--- src/rtl/sync_fifo_ram_if.sv ---
// Handshake bundle between a sync_fifo_ram and its producer/consumer.
// The FIFO takes the slave side; the surrounding logic takes the master side.
interface sync_fifo_ram_if #(
   parameter int unsigned ADDR_BITS   = 8,
   parameter int unsigned WORD_LENGTH = 8
);
   logic                   write_en;
   logic [WORD_LENGTH-1:0] wdata;
   logic                   read_en;
   logic [WORD_LENGTH-1:0] rdata;
   logic                   valid;
   logic                   full;
   logic                   empty;
   logic                   almost_full;
   logic                   almost_empty;
   logic [ADDR_BITS:0]     count;
   logic                   overflow;
   logic                   underflow;

   modport master (
      output write_en, wdata, read_en,
      input  rdata, valid, full, empty, almost_full, almost_empty, count, overflow, underflow
   );

   modport slave (
      input  write_en, wdata, read_en,
      output rdata, valid, full, empty, almost_full, almost_empty, count, overflow, underflow
   );
endinterface

--- src/rtl/sync_fifo_ram.sv ---
// Single-clock FIFO over an inferred dual-port array, with registered occupancy,
// full/empty, programmable almost-full/almost-empty flags and overflow/underflow pulses.
module sync_fifo_ram #(
   parameter int unsigned ADDR_BITS       = 8,
   parameter int unsigned WORD_LENGTH     = 8,
   parameter int unsigned ALMOST_FULL_TH  = 2**ADDR_BITS - 2,
   parameter int unsigned ALMOST_EMPTY_TH = 2
) (
   input logic              clk,
   input logic              rst,
   sync_fifo_ram_if.slave   bus
);
   localparam int unsigned Depth = 2**ADDR_BITS;
   localparam logic [ADDR_BITS:0] DepthC = (ADDR_BITS+1)'(Depth);
   localparam logic [ADDR_BITS:0] AfTh   = (ADDR_BITS+1)'(ALMOST_FULL_TH);
   localparam logic [ADDR_BITS:0] AeTh   = (ADDR_BITS+1)'(ALMOST_EMPTY_TH);

   logic [WORD_LENGTH-1:0] mem [Depth];

   logic [ADDR_BITS-1:0]   wptr_q, rptr_q;
   logic [ADDR_BITS:0]     count_q, count_d;
   logic [WORD_LENGTH-1:0] data_q;
   logic                   valid_q, full_q, empty_q, af_q, ae_q, ovf_q, udf_q;
   logic                   wr_ok, rd_ok;

   // Acceptance uses the registered flags, so a full FIFO can still take a write
   // only in the cycle after a read has made room.
   assign wr_ok = bus.write_en & ~full_q;
   assign rd_ok = bus.read_en & ~empty_q;

   always_comb begin
      count_d = count_q;
      if (wr_ok && !rd_ok) begin
         count_d = count_q + 1'b1;
      end else if (rd_ok && !wr_ok) begin
         count_d = count_q - 1'b1;
      end
   end

   always_ff @(posedge clk) begin
      if (wr_ok) begin
         mem[wptr_q] <= bus.wdata;
      end
   end

   always_ff @(posedge clk or posedge rst) begin
      if (rst) begin
         wptr_q  <= '0;
         rptr_q  <= '0;
         count_q <= '0;
         data_q  <= '0;
         valid_q <= 1'b0;
         full_q  <= 1'b0;
         empty_q <= 1'b1;
         af_q    <= 1'b0;
         ae_q    <= 1'b1;
         ovf_q   <= 1'b0;
         udf_q   <= 1'b0;
      end else begin
         if (wr_ok) begin
            wptr_q <= wptr_q + 1'b1;
         end
         if (rd_ok) begin
            data_q <= mem[rptr_q];
            rptr_q <= rptr_q + 1'b1;
         end
         count_q <= count_d;
         valid_q <= rd_ok;
         ovf_q   <= bus.write_en & ~wr_ok;
         udf_q   <= bus.read_en & ~rd_ok;
         full_q  <= (count_d == DepthC);
         empty_q <= (count_d == '0);
         af_q    <= (count_d >= AfTh);
         ae_q    <= (count_d <= AeTh);
      end
   end

   assign bus.rdata        = data_q;
   assign bus.valid        = valid_q;
   assign bus.full         = full_q;
   assign bus.empty        = empty_q;
   assign bus.almost_full  = af_q;
   assign bus.almost_empty = ae_q;
   assign bus.count        = count_q;
   assign bus.overflow     = ovf_q;
   assign bus.underflow    = udf_q;
endmodule

--- src/flat_wrapper.sv ---
// flat-port wrapper written by rule: the top's interface ports become plain ports
module sync_fifo_ram_flat 
#(
   parameter int unsigned ADDR_BITS       = 8,
   parameter int unsigned WORD_LENGTH     = 8,
   parameter int unsigned ALMOST_FULL_TH  = 2**ADDR_BITS - 2,
   parameter int unsigned ALMOST_EMPTY_TH = 2
)
  (clk, rst, bus_write_en, bus_wdata, bus_read_en, bus_rdata, bus_valid, bus_full, bus_empty, bus_almost_full, bus_almost_empty, bus_count, bus_overflow, bus_underflow);
  sync_fifo_ram_if #(.ADDR_BITS(ADDR_BITS), .WORD_LENGTH(WORD_LENGTH)) bus_i ();
  input logic clk;
  input logic rst;
  input wire logic [$bits(bus_i.write_en)-1:0] bus_write_en;
  input wire logic [$bits(bus_i.wdata)-1:0] bus_wdata;
  input wire logic [$bits(bus_i.read_en)-1:0] bus_read_en;
  output wire logic [$bits(bus_i.rdata)-1:0] bus_rdata;
  output wire logic [$bits(bus_i.valid)-1:0] bus_valid;
  output wire logic [$bits(bus_i.full)-1:0] bus_full;
  output wire logic [$bits(bus_i.empty)-1:0] bus_empty;
  output wire logic [$bits(bus_i.almost_full)-1:0] bus_almost_full;
  output wire logic [$bits(bus_i.almost_empty)-1:0] bus_almost_empty;
  output wire logic [$bits(bus_i.count)-1:0] bus_count;
  output wire logic [$bits(bus_i.overflow)-1:0] bus_overflow;
  output wire logic [$bits(bus_i.underflow)-1:0] bus_underflow;
  assign bus_i.write_en = bus_write_en;
  assign bus_i.wdata = bus_wdata;
  assign bus_i.read_en = bus_read_en;
  assign bus_rdata = bus_i.rdata;
  assign bus_valid = bus_i.valid;
  assign bus_full = bus_i.full;
  assign bus_empty = bus_i.empty;
  assign bus_almost_full = bus_i.almost_full;
  assign bus_almost_empty = bus_i.almost_empty;
  assign bus_count = bus_i.count;
  assign bus_overflow = bus_i.overflow;
  assign bus_underflow = bus_i.underflow;
  sync_fifo_ram #(.ADDR_BITS(ADDR_BITS), .WORD_LENGTH(WORD_LENGTH), .ALMOST_FULL_TH(ALMOST_FULL_TH), .ALMOST_EMPTY_TH(ALMOST_EMPTY_TH)) u_core (.clk(clk), .rst(rst), .bus(bus_i));
endmodule
--- config.mk ---
export PLATFORM = sky130hd
export DESIGN_NAME = sync_fifo_ram_flat
export DESIGN_NICKNAME = d
export VERILOG_FILES = /design/src/rtl/sync_fifo_ram_if.sv /design/src/rtl/sync_fifo_ram.sv /design/src/flat_wrapper.sv
export SDC_FILE = /design/constraint.sdc
export NUM_CORES = 2
export LEC_CHECK = 0
export ABC_CLOCK_PERIOD_IN_PS = 2850
export CAP_MARGIN = 15
export CORE_ASPECT_RATIO = 1.25
export CORE_UTILIZATION = 25
export CTS_CLUSTER_SIZE = 28
export DETAILED_ROUTE_END_ITERATION = 10
export SETUP_SLACK_MARGIN = 0.4
export SYNTH_ARGS = -nofsm -noshare
export SYNTH_HDL_FRONTEND = slang
export SYNTH_SLANG_ARGS = --single-unit
--- constraint.sdc ---
create_clock -name clk -period 2.85 [get_ports clk]
set_input_delay 0.57 -clock clk [delete_from_list [all_inputs] [get_ports clk]]
set_output_delay 0.57 -clock clk [all_outputs]
set_load 0.1 [all_outputs]
==> impl_metrics.yaml <==
global_route:
  grt_pass1_wl_mm: 323.9
  grt_max_degree: 100
  grt.met1_usage_pct: 16.19
  use_met2_pct: 24.18
  overflow: 0
  grt_busiest_layer: "met2"
  grtUsageTotal_pct: 13.58
  grt_antenna_before_repair: 2
  grt_pass1_vias: 43801
  grt_use_met3_pct: 1.888
yosys:
  synth_cell_types: 62
  synth_common_cells: "edfxtp_1 (2,048), mux4_2 (494), nor2_1 (289)"
  synth_top_area_share_pct: 75.76
  syn_inst: 3856
  synth-seq-cells: 2088
  ys_seq_area_share_pct: 77.00
  synth_area_um2: 81170
  synth_edf_count: 2048
  yosysTopAreaCell: "edfxtp_1"
  syn_area_per_cell_um2: 21.05
  yosysMostFrequentCell: "edfxtp_1"
  synth_area_leaders: "edfxtp_1 (76%), mux4_2 (14%), mux2i_1 (2.3%), nor2_1 (1.3%), dfrtp_1 (1.2%)"
  async_flop_share_pct: 1.916
  yosys_warnings: 0
  syn-num-nets: 3875
  synth_ff_type: "edfxtp_1"
pwr:
  cell_internal_pwr_mw: 64.58
  power_density_nw_per_um2: 938.2
  peakVddDrop_uv: 546.4
  p_comb_share_pct: 35.5
  p_clk_share_pct: 27.8
  swShare_pct: 31.94
  seq_power_share_pct: 36.7
  switchingPower_mw: 30.31
  p_leak_nw: 32.66
floorplan:
  io_pins: 36
  start_util_pct: 25.15
  die_x_um: 511.7
  core_um2: 322700
  fp.dieH_um: 639.1
  rows: 233
  dieArea_um2: 327000
detailed_routing:
  vias_per_cell: 4.657
  wl_mm: 227.4
  vias: 42333
  drc_errors: 0
  avgRoutedWirePerCell_um: 25.01
  ant_nets: 0
  first_pass_iters: 5
  drtIter0Drc: 3905
clock_network:
  clk_pin_slew_ps: 70
  htree_levels: 4
  cts.sinks: 2088
  ctsLongestPathBuffers: 4
  ctsRootBufferMaster: "clkbuf_16"
  numCtsBuffers: 199
  cts_tree: "done"
  clock_latency_ps: 900
sta:
  slew_violations: 0
  setup_ws_ps: -140.5
  final_hold_viol_count: 0
  rsz0062_at_grt: "yes"
  min_period_ps: 2991
  finalCritPeriodShare_pct: 104.9
  worst_slew_pin_slew_ps: 880.0
  skew_ps: 85.22
  fmaxAchievable_mhz: 334.4
  whs_ps: 219.9
  finalSetupViolCount: 8
  relSlewSlack_pct: 41.34
setup_path:
  regToRegStartpoint: "u_core.rptr_q[0]"
  cp-endpoint: "u_core.bus.rdata[5]"
  crit_type: "reg2reg"
  setup.worst_path.start: "u_core.rptr_q[0]"
  worstPathArrival_ps: 3720
  worstPathCellList: "buf_12 -> buf_16 -> buf_16 -> buf_8 -> mux4_2 -> mux4_2 -> o211ai_1 -> o221ai_1"
  reg2reg_slack_ps: -140
  slowest_stage: "mux4_2"
  worstPathMaxFanout: 7
  endpoint_kind: "flip-flop"
  critPathLaunchType: "flip-flop"
  worst-endpoint-required_ps: 3580
  crit_buf_inv: 4
  r2r-end: "u_core.bus.rdata[5]"
  critical-path-max-stage-delay_ps: 600
  r2r_cells: 8
  crit_family: "multiplexers"
  path_depth: 8
cells_and_area:
  fin_area_um2: 101100
  fin_util_pct: 31.34
  drive_gt1_share_pct: 37.44
  syn2layout_area_growth_pct: 24.60
  finish.net_count: 4729
place:
  dp_slack_ps: -599.1
  place_area_um2: 92840
  routabilityCongestion: 0.8592
  portBuffers: 35
  dp_hpwl_mm: 146.8
run:
  cap_violations: 0
hold_path:
  hold_class: "in2reg"
status:
  status: "finished with violations"
  violations: "setup timing"
metal layers:
layer  up-vias  share of wire [%]
met5         -                  0
met4         0                4.8
met3       406                6.1
met2      1681                 52
met1     22565                 37
li1      17681                  -
cell type report:
type                       instances  area, µm²
tap                             4230       5293
fill                           30465     221600
antenna                            2      5.005
sequential                      2088      62530
clock buffer                     230       5160
inverter                          14      57.56
clock inverter                   120       1177
multi-input combinational       1528      18180
timing repair buffer             879       8732
per-stage QoR:
step                      instances  setup TNS (ps)  total power [mW]
after floorplan                3856               0             51.73
after global placement         8644           -3339             65.89
after detailed placement       8644           -3060             65.90
after CTS                      9045          -785.3             94.41
after global routing           9090          -948.9             97.64
final                          9091          -731.2             94.89
power by group through the flow:
stage                     clock network (mW)  logic (mW)  registers, mW
after CTS                               26.8        32.8           34.8
after floorplan                            0        15.8           36.0
after global placement                     0        30.4           35.5
final                                   26.4        33.7           34.9
after global routing                    27.8        35.0           34.9
after detailed placement                   0        30.4           35.5
flip-flops by register name, indices dropped and copies added (netlist names):
signal and count:
u_core.bus.underflow 1, u_core.bus.full 1, u_core.mem 2048, u_core.bus.empty 1, u_core.bus.rdata 8, u_core.bus.count 9, u_core.rptr_q 8, u_core.bus.overflow 1
u_core.bus.almost_full 1, u_core.bus.almost_empty 1, u_core.wptr_q 8, u_core.bus.valid 1
placed cells by master, fill, tap and decap left out, drive strengths merged, types with 21 or more instances in the layout:
cell type / instances
edfxtp: 2048
buf: 862
mux4: 494
nor2: 290
clkbuf: 241
mux2i: 188
nand2: 128
clkinv: 87
a22oi: 58
a21oi: 54
o21ai: 46
o22ai: 43
dfrtp: 38
nand3: 31
bufinv: 21
how the worst min path moves through the flow:
stage / start / slack (ps) / to / depth (start not counted)
after floorplan: u_core.rptr_q[7] / 480 / u_core.rptr_q[7] / 1
after global placement: u_core.rptr_q[7] / 510 / u_core.rptr_q[7] / 1
after detailed placement: u_core.rptr_q[7] / 510 / u_core.rptr_q[7] / 1
after CTS: bus_wdata[1] / 210 / u_core.mem[210][1] / 1
after global routing: bus_wdata[1] / 220 / u_core.mem[210][1] / 1
final: bus_wdata[1] / 220 / u_core.mem[210][1] / 1
repair_timing:
| action | 4_1_cts | 5_1_grt |
|---|---|---|
| buffers inserted | 41 | 41 |
| endpoints found under the setup margin | 98 | 132 |
| cloned | 9 | 3 |
| pin swaps | 23 | 27 |
| resized for setup | 134 | 73 |
| hold buffers | 1 | 0 |
| endpoints found under the hold margin | 5 | 0 |
kinds of logic after synthesis:
logic type | Yosys count | share of synthesized area, %
buffers and inverters | 240 | 1.507
XOR/XNOR | 21 | 0.2266
AO/OA/AOI/OAI | 286 | 2.368
flip-flops | 2088 | 77.00
AND/OR/NAND/NOR | 530 | 2.741
multiplexers | 684 | 16.05
adder cells (fa/ha/maj) | 7 | 0.1079
No activity file was read; power rests on OpenSTA's default activity.
